==> src/rtl/sram_chain_signature_monitor_pkg.sv <==
// Shared types and defaults for the SRAM clock-chain signature monitor:
// FSM state encoding, MISR default constants and the MISR step function.
package sram_chain_signature_monitor_pkg;

  localparam int          DATA_W_DEF = 8;
  localparam int          SIG_W_DEF  = 16;
  localparam logic [15:0] POLY_DEF   = 16'hB400;
  localparam logic [15:0] SEED_DEF   = 16'hFFFF;

  // Widest signature the step function handles; callers zero-extend into it.
  localparam int MISR_MAX_W = 32;

  typedef enum logic [1:0] {
    IDLE    = 2'd0,
    CAPTURE = 2'd1,
    COMPARE = 2'd2,
    DONE    = 2'd3
  } state_t;

  // One Galois MISR step: shift right, fold in POLY when a 1 falls out of
  // the LSB, then XOR the (zero-extended) data word into the result.
  function automatic logic [MISR_MAX_W-1:0] misr_next(
    input logic [MISR_MAX_W-1:0] sig,
    input logic [MISR_MAX_W-1:0] poly,
    input logic [MISR_MAX_W-1:0] data
  );
    logic [MISR_MAX_W-1:0] shifted;
    shifted = sig >> 1;
    if (sig[0]) shifted = shifted ^ poly;
    return shifted ^ data;
  endfunction

endpackage

==> src/rtl/sram_chain_signature_monitor_if.sv <==
// Bus between the chain-side driver (master) and the signature monitor
// (slave): run control, chain data word, expected signature and results.
interface sram_chain_signature_monitor_if #(
  parameter int DATA_W = 8,
  parameter int SIG_W  = 16
);

  logic              start;
  logic              data_valid;
  logic [DATA_W-1:0] data_in;
  logic [SIG_W-1:0]  exp_sig;
  logic              busy;
  logic              done;
  logic              pass;
  logic [SIG_W-1:0]  signature;
  logic [7:0]        sample_cnt;
  logic [7:0]        stall_cnt;
  logic [15:0]       toggle_cnt;
  logic              timeout;

  modport master (
    output start, data_valid, data_in, exp_sig,
    input  busy, done, pass, signature, sample_cnt, stall_cnt, toggle_cnt, timeout
  );

  modport slave (
    input  start, data_valid, data_in, exp_sig,
    output busy, done, pass, signature, sample_cnt, stall_cnt, toggle_cnt, timeout
  );

endinterface

==> src/rtl/sram_chain_misr.sv <==
// Signature register of the monitor: cleared by reset, loaded with SEED at
// the start of a run, and stepped once per accepted chain sample.
module sram_chain_misr
  import sram_chain_signature_monitor_pkg::*;
#(
  parameter int               DATA_W = DATA_W_DEF,
  parameter int               SIG_W  = SIG_W_DEF,
  parameter logic [SIG_W-1:0] POLY   = SIG_W'(POLY_DEF),
  parameter logic [SIG_W-1:0] SEED   = SIG_W'(SEED_DEF)
) (
  input  logic              clk,
  input  logic              rst,
  input  logic              load,
  input  logic              step,
  input  logic [DATA_W-1:0] data_in,
  output logic [SIG_W-1:0]  sig
);

  logic [SIG_W-1:0] sig_step;

  assign sig_step = SIG_W'(misr_next(MISR_MAX_W'(sig), MISR_MAX_W'(POLY),
                                     MISR_MAX_W'(data_in)));

  // Signature register: reset to zero, seed on load, advance on step.
  always_ff @(posedge clk) begin
    // NOTE: reset is synchronous, so it is tested inside the clocked block
    // and does not appear in the sensitivity list.
    if (rst)       sig <= '0;
    else if (load) sig <= SEED;
    else if (step) sig <= sig_step;
  end

endmodule

==> src/rtl/sram_chain_signature_monitor.sv <==
// Signature monitor for the SRAM clock-chain divider output. Compresses
// WINDOW valid chain words into a MISR signature, compares it with exp_sig,
// and counts stall cycles and bit toggles between accepted samples.
// Optional: define MISR_STALL_TIMEOUT_EN to abort a run into DONE with
// timeout=1 once STALL_LIMIT stall cycles accumulate in CAPTURE.
module sram_chain_signature_monitor
  import sram_chain_signature_monitor_pkg::*;
#(
  parameter int               DATA_W      = DATA_W_DEF,
  parameter int               SIG_W       = SIG_W_DEF,
  parameter logic [SIG_W-1:0] POLY        = SIG_W'(POLY_DEF),
  parameter logic [SIG_W-1:0] SEED        = SIG_W'(SEED_DEF),
  parameter int               WINDOW      = 64,
  parameter int               STALL_LIMIT = 32
) (
  input logic                           clk,
  input logic                           rst,
  sram_chain_signature_monitor_if.slave bus
);

  localparam int         POP_W       = $clog2(DATA_W + 1);
  localparam logic [7:0] LAST_SAMPLE = 8'(WINDOW - 1);

  state_t            state_q, state_d;
  logic              load, accept, stall, compare, busy, done;
  logic              stall_expired;
  logic [SIG_W-1:0]  sig;
  logic [DATA_W-1:0] prev_q;
  logic [7:0]        sample_cnt_q, stall_cnt_q;
  logic [15:0]       toggle_cnt_q;
  logic              pass_q, timeout_q;
  logic [POP_W-1:0]  toggles;
  logic [16:0]       toggle_sum;

  function automatic logic [POP_W-1:0] popcount(input logic [DATA_W-1:0] d);
    logic [POP_W-1:0] cnt;
    cnt = '0;
    for (int i = 0; i < DATA_W; i++) cnt = cnt + POP_W'(d[i]);
    return cnt;
  endfunction

  // State register.
  always_ff @(posedge clk) begin
    // NOTE: sequential state uses non-blocking assignments so every register
    // samples pre-edge values regardless of block ordering.
    if (rst) state_q <= IDLE;
    else     state_q <= state_d;
  end

  // Next-state logic.
  always_comb begin
    // NOTE: default assignment first keeps this block free of inferred latches.
    state_d = state_q;
    case (state_q)
      IDLE:    if (bus.start) state_d = CAPTURE;
      CAPTURE: begin
        if (accept && sample_cnt_q == LAST_SAMPLE) state_d = COMPARE;
        else if (stall_expired)                   state_d = DONE;
      end
      COMPARE: state_d = DONE;
      DONE:    if (bus.start) state_d = CAPTURE;
      default: state_d = IDLE;
    endcase
  end

  // State-decoded controls; start only loads from IDLE or DONE.
  always_comb begin
    load    = 1'b0;
    accept  = 1'b0;
    stall   = 1'b0;
    compare = 1'b0;
    busy    = 1'b0;
    done    = 1'b0;
    case (state_q)
      IDLE:    load = bus.start;
      CAPTURE: begin
        busy   = 1'b1;
        accept = bus.data_valid;
        stall  = !bus.data_valid;
      end
      COMPARE: begin
        busy    = 1'b1;
        compare = 1'b1;
      end
      DONE: begin
        done = 1'b1;
        load = bus.start;
      end
      default: ;
    endcase
  end

  sram_chain_misr #(
    .DATA_W (DATA_W),
    .SIG_W  (SIG_W),
    .POLY   (POLY),
    .SEED   (SEED)
  ) u_misr (
    .clk     (clk),
    .rst     (rst),
    .load    (load),
    .step    (accept),
    .data_in (bus.data_in),
    .sig     (sig)
  );

  assign toggles    = popcount(bus.data_in ^ prev_q);
  assign toggle_sum = {1'b0, toggle_cnt_q} + 17'(toggles);

  // Run counters, previous-word register and registered compare result.
  always_ff @(posedge clk) begin
    if (rst || load) begin
      sample_cnt_q <= '0;
      stall_cnt_q  <= '0;
      toggle_cnt_q <= '0;
      prev_q       <= '0;
      pass_q       <= 1'b0;
    end else begin
      if (accept) begin
        sample_cnt_q <= sample_cnt_q + 8'd1;
        toggle_cnt_q <= toggle_sum[16] ? 16'hFFFF : toggle_sum[15:0];
        prev_q       <= bus.data_in;
      end
      if (stall && stall_cnt_q != 8'hFF) stall_cnt_q <= stall_cnt_q + 8'd1;
      if (compare) pass_q <= (sig == bus.exp_sig);
    end
  end

`ifdef MISR_STALL_TIMEOUT_EN
  localparam logic [7:0] STALL_LAST = 8'(STALL_LIMIT - 1);

  // The stall that brings stall_cnt to STALL_LIMIT ends the run.
  assign stall_expired = stall && (stall_cnt_q >= STALL_LAST);

  // Sticky timeout flag, cleared when a new run is loaded.
  always_ff @(posedge clk) begin
    if (rst || load)        timeout_q <= 1'b0;
    else if (stall_expired) timeout_q <= 1'b1;
  end
`else
  assign stall_expired = 1'b0;
  assign timeout_q     = 1'b0;
`endif

  assign bus.busy       = busy;
  assign bus.done       = done;
  assign bus.pass       = pass_q;
  assign bus.signature  = sig;
  assign bus.sample_cnt = sample_cnt_q;
  assign bus.stall_cnt  = stall_cnt_q;
  assign bus.toggle_cnt = toggle_cnt_q;
  assign bus.timeout    = timeout_q;

endmodule
==> src/flat_wrapper.sv <==
// flat-port wrapper written by rule: the top's interface ports become plain ports
module sram_chain_signature_monitor_flat import sram_chain_signature_monitor_pkg::*;
#(
  parameter int               DATA_W      = DATA_W_DEF,
  parameter int               SIG_W       = SIG_W_DEF,
  parameter logic [SIG_W-1:0] POLY        = SIG_W'(POLY_DEF),
  parameter logic [SIG_W-1:0] SEED        = SIG_W'(SEED_DEF),
  parameter int               WINDOW      = 64,
  parameter int               STALL_LIMIT = 32
)
  (clk, rst, bus_start, bus_data_valid, bus_data_in, bus_exp_sig, bus_busy, bus_done, bus_pass, bus_signature, bus_sample_cnt, bus_stall_cnt, bus_toggle_cnt, bus_timeout);
  sram_chain_signature_monitor_if #(.DATA_W(DATA_W), .SIG_W(SIG_W)) bus_i ();
  input logic clk;
  input logic rst;
  input wire logic [$bits(bus_i.start)-1:0] bus_start;
  input wire logic [$bits(bus_i.data_valid)-1:0] bus_data_valid;
  input wire logic [$bits(bus_i.data_in)-1:0] bus_data_in;
  input wire logic [$bits(bus_i.exp_sig)-1:0] bus_exp_sig;
  output wire logic [$bits(bus_i.busy)-1:0] bus_busy;
  output wire logic [$bits(bus_i.done)-1:0] bus_done;
  output wire logic [$bits(bus_i.pass)-1:0] bus_pass;
  output wire logic [$bits(bus_i.signature)-1:0] bus_signature;
  output wire logic [$bits(bus_i.sample_cnt)-1:0] bus_sample_cnt;
  output wire logic [$bits(bus_i.stall_cnt)-1:0] bus_stall_cnt;
  output wire logic [$bits(bus_i.toggle_cnt)-1:0] bus_toggle_cnt;
  output wire logic [$bits(bus_i.timeout)-1:0] bus_timeout;
  assign bus_i.start = bus_start;
  assign bus_i.data_valid = bus_data_valid;
  assign bus_i.data_in = bus_data_in;
  assign bus_i.exp_sig = bus_exp_sig;
  assign bus_busy = bus_i.busy;
  assign bus_done = bus_i.done;
  assign bus_pass = bus_i.pass;
  assign bus_signature = bus_i.signature;
  assign bus_sample_cnt = bus_i.sample_cnt;
  assign bus_stall_cnt = bus_i.stall_cnt;
  assign bus_toggle_cnt = bus_i.toggle_cnt;
  assign bus_timeout = bus_i.timeout;
  sram_chain_signature_monitor #(.DATA_W(DATA_W), .SIG_W(SIG_W), .POLY(POLY), .SEED(SEED), .WINDOW(WINDOW), .STALL_LIMIT(STALL_LIMIT)) u_core (.clk(clk), .rst(rst), .bus(bus_i));
endmodule
==> config.mk <==
export PLATFORM = sky130hd
export DESIGN_NAME = sram_chain_signature_monitor_flat
export DESIGN_NICKNAME = d
export VERILOG_FILES = /design/src/rtl/sram_chain_signature_monitor_pkg.sv /design/src/rtl/sram_chain_signature_monitor_if.sv /design/src/rtl/sram_chain_misr.sv /design/src/rtl/sram_chain_signature_monitor.sv /design/src/flat_wrapper.sv
export SDC_FILE = /design/constraint.sdc
export NUM_CORES = 1
export LEC_CHECK = 0
export ABC_AREA = 1
export CORE_MARGIN = 2
export CORE_UTILIZATION = 55
export CTS_CLUSTER_SIZE = 28
export DETAILED_ROUTE_END_ITERATION = 8
export PLACE_DENSITY = 0.86
export SLEW_MARGIN = 20
export SYNTH_ARGS = -nofsm -noshare
export SYNTH_HDL_FRONTEND = slang
export SYNTH_SLANG_ARGS = --single-unit
export TNS_END_PERCENT = 10
==> constraint.sdc <==
create_clock -name clk -period 13.7 [get_ports clk]
set_input_delay 2.74 -clock clk [delete_from_list [all_inputs] [get_ports clk]]
set_output_delay 2.74 -clock clk [all_outputs]
set_load 0.05 [all_outputs]
-- Yosys cells after proc, flatten, opt, wreduce, memory -nomap -nowiden
Cells that the tools add are included.
- register bits after elaboration: 59
- input bits: 28
- logic and storage cells: 50
- $add $sub $neg: 10
- equality and inequality tests: 8
- muxes and demuxes: 13
- bitwise gates (word level): 3
- reduce and logical (&&, ||, !) cells: 9
- operators with widths (operator ; number):
    16-bit two-way mux ; 4
    4-bit by 1-bit adder with 4-bit output ; 6
    16-bit by 4-bit adder with 17-bit output ; 1
    8-bit by 1-bit adder with 8-bit output, second input constant ; 2
    16-bit == test ; 1
    16-bit by 8-bit bitwise XOR with 16-bit output ; 1
    8-bit by 6-bit == test with 1-bit output, second input constant ; 1
    8-bit != test, second input constant ; 1
    8-bit bitwise XOR ; 1
    1-bit two-way mux ; 6
    2-bit case mux with 3 select lines ; 1
    2-bit == test, second input constant ; 2
    2-bit two-way mux ; 2
    2-bit by 1-bit != test with 1-bit output, second input constant ; 2
    3-bit inverter with 4-bit output ; 1
    2-bit OR reduction ; 2
    1-bit by 1-bit adder with 2-bit output ; 1
    2-bit by 1-bit == test with 1-bit output, second input constant ; 1
    1-bit logical AND ; 2
    2-bit zero test ; 1
    2-bit AND reduction ; 1
    2-bit nonzero test ; 1
    1-bit zero test ; 1
    1-bit logical OR ; 1

-- Logic depth before layout (Yosys ltp)
- depth in word-level cells: 10
- mapped depth: 19
- gate-level depth less buffers: 19

-- Modules after synthesis
From an unflattened synthesis, not the netlist that was laid out.
- cells, all modules: 507
- area, all modules: 3487.1 um2
- by module, submodules not included (module ; times used ; cells an instance ; area each (um2) ; sequential area each (um2)):
    sram_chain_signature_monitor ; 1 ; 382 ; 2688.8 ; 860.8
    sram_chain_misr ; 1 ; 125 ; 798.3 ; 320.3

-- Worst setup path after synthesis
No wires, ideal clock.
- path kind: input to register
- start point: input port bus_data_in[0]
- end point: register u_core.toggle_cnt_q[6], in the netlist u_core.bus.toggle_cnt[6]
- library setup time: 113 ps
- arrival: 6373 ps
- required time: 13587 ps
- slack: 7214 ps
- stages: 16
- path buffers: 0
- cell sequence: xor2_1 > ha_1 > fa_1 > inv_1 > fa_1 > fa_1 > fa_1 > fa_1 > inv_1 > nand3_1 > nand2_1 > nand2_1 > o21ai_0 > nand2_1 > o21ai_1 > inv_1
- cells in the longest elaborated chain, start to end: 10
- ends and longest elaborated chain (element ; line ; text):
    start: declaration ; flat_wrapper.sv:17 ; input wire logic [$bits(bus_i.data_in)-1:0] bus_data_in;
    8-bit bitwise XOR ; sram_chain_signature_monitor.sv:107 ; assign toggles = popcount(bus.data_in ^ prev_q);
    1-bit by 1-bit adder with 2-bit output ; sram_chain_signature_monitor.sv:38 ; for (int i = 0; i < DATA_W; i++) cnt = cnt + POP_W'(d[i]);
    4-bit by 1-bit adder with 4-bit output (6 in a row) ; sram_chain_signature_monitor.sv:38 ;
    16-bit by 4-bit adder with 17-bit output ; sram_chain_signature_monitor.sv:108 ; assign toggle_sum = {1'b0, toggle_cnt_q} + 17'(toggles);
    16-bit two-way mux ; sram_chain_signature_monitor.sv:121 ; toggle_cnt_q <= toggle_sum[16] ? 16'hFFFF : toggle_sum[15:0];
    end signal: assignment ; sram_chain_signature_monitor.sv:121 ;
    end: declaration ; sram_chain_signature_monitor.sv:30 ; logic [15:0] toggle_cnt_q;
No other way between the ends.
A chain may end at the register's enable or synchronous reset.

-- Worst setup path in the final report
- start point: input port bus_data_in[1]
- end point: register u_core.toggle_cnt_q[10], in the netlist u_core.bus.toggle_cnt[10]
The elaborated chain is that of the path after synthesis.

==> summary.md <==
In the post-synthesis netlist, the cell with the most instances is sky130_fd_sc_hd__nand2_1. The startpoint identified for the worst register-to-register timing path is u_core.prev_q[0]. The tools report the end point of the most critical hold path as u_core.prev_q[4]. The synthesized netlist devotes 27.4% of its cell area to simple gates. The height of the chip works out to 83.8 um. The number of placed instances, taps included, is 645.

The first global-routing pass estimated 14.4 mm of wire. The proportion of layout cells with a drive suffix above 1 is 4.97%, and the number of nets still failing antenna checks after routing is 0. The layer flagged by global routing as most heavily used is met2.

The number of synthesized register bits came out at 59. Summing the areas of all xor and xnor instances in the mapped netlist gives 9.01% of the synthesized area. Total power for the finished layout comes to 0.000743 W. TritonCTS built the clock tree. Along the worst hold path, the cell count comes to 2. The async set-reset flop share out of synthesis was 0%.

Setup total negative slack on the finished layout was measured at 0 ps. The met2 track utilization from global routing is 43.2%. The logs give 0.000131 V for the worst-case vdd ir drop and 0 for the number of antenna violations at the first check in global routing. The tools report the total overflow reported by the global router as 0.

The critical path in this run is classified as in -> reg. In this run the power spent charging and discharging nets is 0.000324 W. The filler cells instantiated in the layout total 488. The number of hold violations in the final report is 0, and the arrival time at the worst endpoint is 7180 ps. Fraction of post-synthesis cell area in the top cell type by area: 33.8%.

The number of clock sinks is 59, and the total DRC errors in the routed layout is 0. The most common flop cell mapped by yosys was sky130_fd_sc_hd__dfxtp_1. The run gives 3500 sq um as the cell area after synthesis. After synthesis, the mean cell area works out to 6.93 sq um. Sequential cells were found to cover 33.8% of the synthesized design area.

The tools report the number of instances in the synthesized netlist as 505. The area growth from synthesis to layout is 29.0%. The post-cts gate resize count is 0. In this run, distinct cell masters in the synthesized netlist total 31. The HPWL after detailed placement is 6.10 mm.

The number of buffer cells added on primary ports works out to 78. The biggest area contributor in the post-synthesis netlist is sky130_fd_sc_hd__dfxtp_1. Clock skew on the completed layout was measured at 7.82 ps. The CTS clock-pin slew for the worst setup and hold paths was 70 ps; the total number of yosys warnings was 0. The run finished with clean final reports. The global-route met1 utilization was 30.7%. At the pin with the least slew margin, the transition time is 771 ps.

For the headroom to the max-slew limit, the log shows 48.5%. The logs give 0 for the number of max-cap violations and 0 for the count of pins over their slew limit. Largest family of logic cells by synthesized area: simple AND/OR/NAND/NOR gates.

For this design, the CTS-stage hold fixing added 0 buffers. Once the floorplan was initialized, standard cells occupied 56.1% of the core. The clock passes through at most 2 buffers. Before antenna repair, the detailed router went through 5 iterations.

The worst hold path belongs to the class reg -> reg. In this run the critical register-to-register path is captured at u_core.bus.toggle_cnt[10]. The total global-route track usage was 25.0%; the share of the core filled with cells in the final layout was 72.3%.

The via count of the first global-routing pass came out at 3297. The worst setup slack for register-to-register paths is 9380 ps. STA puts the critical path data required time at 14000 ps. The vias per cell came out at 5.28. The finished layout holds 661 standard cells, fillers aside. For this design the static power due to leakage is 1.97 nW.

Counting the buffers created by CTS gives 9. The clock share of power was 23.3%. By area the synthesized netlist is led by sky130_fd_sc_hd__dfxtp_1, sky130_fd_sc_hd__nand2_1, sky130_fd_sc_hd__inv_1.

Setup repair after global routing left no endpoint under its margin. Measured in cells, the most critical reg-to-reg path has a length of 17. In the global route stage, met3 resource usage came out at 6.63%. Routability-driven placement finished with a final weighted congestion of 0.863. Ranked by instance count, the synthesized netlist is headed by sky130_fd_sc_hd__nand2_1, sky130_fd_sc_hd__inv_1, sky130_fd_sc_hd__dfxtp_1. Hold is met by 479 ps. The detailed router finished its first iteration with 231 violations. The tools report the endpoint class of the critical path as a register. The time the worst path needs with I/O delays and setup was 6880 ps; the maximum frequency from static timing analysis was 145 MHz. The logs give 0 for the number of endpoints failing setup at the final stage and 3 for the number of H-tree branching levels. Synthesized-area fraction occupied by ao, oa, aoi and oai cells: 12.6%. The tree is rooted in a sky130_fd_sc_hd__clkbuf_8. The antenna diode count is 0, and the combinational cell fraction of total power is 46.1%.

The beginning of the worst hold path is u_core.prev_q[4]. When the netlist entered floorplanning its net count stood at 550. The worst-path maximum fanout was 7; the fraction of power spent switching nets was 43.6%.

The sequential cell fraction of total power was 30.5%. STA classifies the critical path startpoint as an input pin. The power density relative to cell area came out at 165 nW/um^2. The share of the clock period used by the worst path after layout was 50.2%.

The die boundary width was 83.8 um; the count of nets after finishing was 624. After Yosys synthesis, full adders, half adders and majority gates account for 7.15% of the synthesized area. For the overall via count from detail_route, the log shows 3489. The number of flops mapped to enable cells by yosys is 0, and the multiplexer share of the synthesized area is 0%.

The internal portion of total power came out at 0.000419 W. The floorplan has 29 rows. At the later pin of the worst-skew pair, clock insertion delay measures 340 ps. In the final routed layout, each cell accounts on average for 12.9 um. The floorplan step defined a core boundary enclosing 6240 sq um.

The I/O pin count is 80, and the total setup buffers inserted after CTS is 0. For the largest net degree at the start of global routing, the log shows 48. The run gives 8.51 mm as the overall routed net length. The overall die area is 7010 sq um.
[cell usage in the layout (no fill, tap or decap), types with 2 or more instances in the layout]
cell / synthesis / final
sky130_fd_sc_hd__o211ai_1: 2 / 2
sky130_fd_sc_hd__clkdlybuf4s50_1: 0 / 78
sky130_fd_sc_hd__nand3_1: 24 / 24
sky130_fd_sc_hd__buf_4: 3 / 3
sky130_fd_sc_hd__clkbuf_8: 0 / 9
sky130_fd_sc_hd__nand2_1: 131 / 131
sky130_fd_sc_hd__clkinv_2: 0 / 4
sky130_fd_sc_hd__nor2_4: 2 / 2
sky130_fd_sc_hd__a31oi_1: 10 / 10
sky130_fd_sc_hd__nand2_2: 3 / 3
sky130_fd_sc_hd__xor2_1: 23 / 23
sky130_fd_sc_hd__inv_1: 67 / 67
sky130_fd_sc_hd__ha_1: 12 / 12
sky130_fd_sc_hd__nand4_1: 8 / 8
sky130_fd_sc_hd__fa_1: 5 / 5
sky130_fd_sc_hd__nor3_1: 7 / 7
sky130_fd_sc_hd__o21ai_0: 29 / 29
sky130_fd_sc_hd__nand4_2: 2 / 2
sky130_fd_sc_hd__a21oi_1: 35 / 35
sky130_fd_sc_hd__xnor2_1: 13 / 13
sky130_fd_sc_hd__dfxtp_1: 59 / 59
sky130_fd_sc_hd__nor2_1: 45 / 45
sky130_fd_sc_hd__bufinv_16: 0 / 2
sky130_fd_sc_hd__o21ai_1: 2 / 2
[registers in the layout (all words and copies together) (netlist names)]
register               count
u_core.bus.pass            1
u_core.u_misr.sig         16
u_core.prev_q              8
u_core.bus.toggle_cnt     16
u_core.bus.stall_cnt       8
u_core.bus.sample_cnt      8
u_core.state_q             2
[logic make-up after synthesis]
group,Yosys count
adders and majority gates,17
xor gates and xnor gates,36
and+or+nand+nor,225
buffers and inverters,86
DFF,59
other,1
AOI/OAI and AO/OA,81
[worst max-delay path by stage]
stage                         startpoint                        end  slack, ps  cells after the start
after floorplan           bus_data_in[0]   u_core.bus.toggle_cnt[6]       7210                     16
after detailed placement  bus_data_in[1]   u_core.bus.toggle_cnt[6]       6460                     17
after CTS                 bus_data_in[1]   u_core.bus.toggle_cnt[6]       6820                     17
final                     bus_data_in[1]  u_core.bus.toggle_cnt[10]       6820                     18
after global placement    bus_data_in[1]   u_core.bus.toggle_cnt[6]       6560                     17
after global routing      bus_data_in[1]   u_core.bus.toggle_cnt[6]       6520                     17
[power groups by stage]
stage	combinational, W	sequential (W)	clock [W]
floorplan	0.000182	0.000292	0
global placement	0.000331	0.000229	0
detailed placement	0.000340	0.000230	0
CTS	0.000344	0.000227	0.000172
global route	0.000377	0.000231	0.000181
finish	0.000343	0.000227	0.000173
[routing by layer]
metal	wire [um]	share of wire [%]
met4	116	1.4
met2	4220	50
met1	3660	43
met5	0	0
met3	509	6.0
[worst max-delay path: stages]
cell and delay [ps]:
sky130_fd_sc_hd__clkdlybuf4s50_1 530, sky130_fd_sc_hd__xor2_1 170, sky130_fd_sc_hd__ha_1 260, sky130_fd_sc_hd__fa_1 530, sky130_fd_sc_hd__inv_1 50, sky130_fd_sc_hd__fa_1 500
sky130_fd_sc_hd__fa_1 470, sky130_fd_sc_hd__fa_1 500, sky130_fd_sc_hd__fa_1 440, sky130_fd_sc_hd__inv_1 70, sky130_fd_sc_hd__nand3_1 60, sky130_fd_sc_hd__nand2_1 170
sky130_fd_sc_hd__nand2_1 190, sky130_fd_sc_hd__nor2_1 200, sky130_fd_sc_hd__nand3b_1 100, sky130_fd_sc_hd__nand3_1 80, sky130_fd_sc_hd__nand2_1 70, sky130_fd_sc_hd__inv_1 50
[through the flow]
step	cell area, sq um	setup WS, ps
floorplan	3500	7210
global placement	4300	6560
detailed placement	4300	6460
CTS	4510	6820
global route	4510	6520
finish	4510	6820
[area by class of cell]
cell class	instances	area, sq um	share of cell area [%]
multi-input cells	360	1970	43.6
flip-flops and latches	59	1180	26.2
repair buffers	81	803	17.8
inverters	68	255	5.66
clock buffers	10	128	2.83
well taps	77	96.3	2.14
clock inverters	6	80.1	1.77
Power figures use the tool's default switching activity.
==> patch 1 (same settings) <==
Compare `sample_cnt_q` against `LAST_SAMPLE` with >= in place of ==.
--- a/src/rtl/sram_chain_signature_monitor.sv
+++ b/src/rtl/sram_chain_signature_monitor.sv
@@ -54,7 +54,7 @@
     case (state_q)
       IDLE:    if (bus.start) state_d = CAPTURE;
       CAPTURE: begin
-        if (accept && sample_cnt_q == LAST_SAMPLE) state_d = COMPARE;
+        if (accept && sample_cnt_q >= LAST_SAMPLE) state_d = COMPARE;
         else if (stall_expired)                   state_d = DONE;
       end
       COMPARE: state_d = DONE;
Function: same outputs for any inputs over 4 cycles, from zero or initial values and one cycle with rst high; that may be too few to reach the edited logic, so the function may still have changed.
==> patch 1 against the original RTL <==
Sequential cell count is the same; design area shrank 2.0%; highest routed layer unchanged; setup slack lost 0.031 ns; largest cell class unchanged; cell count shrank 2.4%; core utilization grew 1.5 points; power shrank 3.2%; area after synthesis shrank 1.3%; sequential power is essentially flat; wire length grew 1.6%.
==> patch 1: results <==
[run_status]
status = "complete, no violations"

[grt]
grt_first_pass_wirelength_um = 14300
grt_max_degree = 52
grt_util_all_layers = 0.248
antenna_found_initial = 0
grt_pass1_vias = 3172

[cts]
postCtsSetupBuffers = 0

[layout]
fillCellCount = 512
diodes = 0
drive_gt1_frac = 0.0544
final_nets = 610

[placed_design]
dp_hpwl_um = 6220
place_area_um2 = 4250

[timing]
finClkSkew_ns = 0.00723
worst_pin_slew_ns = 0.818

[yosys]
synth_flop_cell = "dfxtp_1"
ys_seq_area_frac = 0.342
synthTopCellsByCount = "nand2_1, inv_1, dfxtp_1"
yosys-top-cells-area = "dfxtp_1, nand2_1, inv_1"
ys_types = 34
synth_fp_nets = 534

[hold_path]
holdCritPathClass = "register to register"
holdCritStartpoint = "u_core.prev_q[7]$_SDFFE_PP0P_"
hold_end = "u_core.prev_q[7]$_SDFFE_PP0P_"

[detailed_routing]
drt_iter0_markers = 135
firstDrtPassIters = 4
wire_per_inst_um = 13.4
viasPerCell = 5.30

[setup_path]
reg2reg_slack_ns = 9.37
r2r_start = "u_core.prev_q[0]$_SDFFE_PP0P_"
cp_data_arrival_time_ns = 7.19
crit_end = "u_core.bus.toggle_cnt[8]$_SDFFE_PP0P_"
rr_worst_depth = 17
cp_max_fo = 8

[power]
ir_drop_mv = 0.130
power_leakage_nw = 1.90
p_sw_mw = 0.326
## patch 1: layout make-up
type                       count  share of cell area
multi-input combinational    341               0.431
timing repair buffer          78               0.177
tap                           75              0.0212
clock buffer                  14              0.0368
clock inverter                 2             0.00226
sequential                    59               0.267
inverter                      76              0.0648
## patch 1: critical path: stages
cell,delay [ns]
clkdlybuf4s50_1,0.55
xor2_1,0.17
ha_1,0.26
fa_1,0.54
inv_1,0.06
fa_1,0.51
fa_1,0.47
fa_1,0.51
fa_1,0.45
inv_1,0.07
nand2_1,0.04
nand3_1,0.11
nand2_1,0.10
nor2_4,0.19
nand3_4,0.14
nand3_1,0.15
nand2_1,0.06
inv_1,0.07
## patch 1: power groups by stage
stage	logic, mW	registers, mW	clock network [mW]
finish	0.351	0.227	0.141
global route	0.384	0.230	0.150
CTS	0.351	0.227	0.142
detailed placement	0.345	0.231	0
global placement	0.336	0.230	0
floorplan	0.187	0.294	0
## patch 1: metrics by stage
stage	std cells	setup WS [ns]	total power, mW	utilization	hold slack, ns
finish	645	6.79	0.719	0.738	0.478
global route	645	6.58	0.764	0.738	0.492
CTS	645	6.79	0.720	0.738	0.477
detailed placement	629	6.50	0.576	0.709	0.459
global placement	629	6.62	0.566	0.709	0.455
floorplan	489	7.27	0.481	-	0.453
## patch 1: metal layers
metal / part of all wire / GRT usage
met2: 0.47 / 0.416
met3: 0.064 / 0.0626
met1: 0.44 / 0.314
met4: 0.020 / 0.0760
met5: 0 / 0
## patch 1: cell families after synthesis
group / Yosys count / synth area share
other: 1 / 0.00109
multiplexers: 1 / 0.00290
buffers and inverters: 89 / 0.105
XOR/XNOR: 30 / 0.0761
AO/OA/AOI/OAI: 81 / 0.121
adder cells (fa/ha/maj): 17 / 0.0725
AND/OR/NAND/NOR: 211 / 0.278
flip-flops: 59 / 0.342
==> patch 2 (same flow settings) <==
Made on the original files. Change the package constant `SIG_W_DEF` from 16 to 32.
--- a/src/rtl/sram_chain_signature_monitor_pkg.sv
+++ b/src/rtl/sram_chain_signature_monitor_pkg.sv
@@ -3,7 +3,7 @@
 package sram_chain_signature_monitor_pkg;
 
   localparam int          DATA_W_DEF = 8;
-  localparam int          SIG_W_DEF  = 16;
+  localparam int          SIG_W_DEF  = 32;
   localparam logic [15:0] POLY_DEF   = 16'hB400;
   localparam logic [15:0] SEED_DEF   = 16'hFFFF;
 
Interface: changed (resized bus_exp_sig and bus_signature); port bits go from 80 to 112. The function was not compared with the original's and may differ.
==> patch 2 against the original RTL <==
Synthesized cell count is 9.1% higher; power is 0.76% lower; combinational power grew 7.3%; wire length grew 13%; design area increased by 6.8%; core utilization is 2.3 points higher; area after synthesis up 6.5%; sequential cell count did not move; setup slack gained 0.021 ns; largest cell class unchanged.
==> patch 2: results <==
[setup_path]
crit_slowest_cell = "clkdlybuf4s50_1"
reg2reg_slack_ns = 9.42
cp_data_arrival_time_ns = 7.15
cp_max_fo = 6
critPathMaxStageDelay_ns = 0.55
reg2reg_to = "u_core.bus.toggle_cnt[7]$_SDFFE_PP0P_"
crit_start = "bus_data_in[1]"

[placed_design]
gp_congestion = 0.910
dp_slack_ns = 6.50
place_area_um2 = 4640
placed_cells = 707
dp_hpwl_um = 6990
portBuffers = 94

[power]
internal_power_mw = 0.401
ir_drop_mv = 0.0942
combinationalPower_mw = 0.368
power_leakage_nw = 2.07
p_per_area_nw_per_um2 = 153

[yosys]
ys_types = 33
synth_flop_cell = "dfxtp_1"
netlist_instances = 551
ys_seq_area_frac = 0.317
synthTopCellsByCount = "nand2_1, inv_1, dfxtp_1"
yosys-top-cells-area = "dfxtp_1, nand2_1, inv_1"

[cts]
cts_buffer_depth = 2
postCtsSetupBuffers = 0
cts_buffers = 9

[detailed_routing]
vias = 3813
routed_wl_um = 9660
viasPerCell = 5.28
drt_iter0_markers = 225

[hold_path]
hold_end = "u_core.bus.pass$_SDFFE_PP0N_"
holdCritStartpoint = "u_core.bus.pass$_SDFFE_PP0N_"

[layout]
final_util = 0.746
diodes = 0
final_nets = 702
drive_gt1_frac = 0.0620
fillCellCount = 506

[grt]
grt_first_pass_wirelength_um = 15700
grt_pass1_vias = 3547
grt_util_all_layers = 0.261
grt_max_degree = 54

[timing]
worst_pin_slew_ns = 0.848
max_freq_mhz = 146
holdWs_ns = 0.464
finClkSkew_ns = 0.00590

[run_status]
status = "complete, no violations"
-- patch 2: changes by cell type after synthesis, sizes merged, moves of 2 or more --
cell / before / now
xnor2: 13 / 11
o21ai: 32 / 40
a31oi: 10 / 8
nand4: 10 / 12
or2: 0 / 3
nand2: 134 / 143
inv: 68 / 71
nor2: 47 / 60
xor2: 23 / 19
clkinv: 0 / 2
buf: 10 / 25
-- patch 2: layer usage --
metal,track usage,wire length [µm],vias to the layer above
li1,-,-,1887
met3,0.0495,818,13
met1,0.311,4060,1749
met5,0,0,-
met2,0.467,4670,164
met4,0.0938,114,0
-- patch 2: kinds of logic after synthesis --
family          synth area share
flops                      0.317
buf+inv                    0.126
other cells              0.00101
xor+xnor                  0.0705
fa+ha+maj                 0.0672
compound gates             0.125
simple gates               0.294
-- patch 2: area by class of cell --
class	instances	area share
well taps	77	0.0200
clock buffers	13	0.0351
flip-flops and latches	59	0.245
inverters	73	0.0569
multi-input cells	403	0.444
repair buffers	95	0.197
clock inverters	2	0.00208
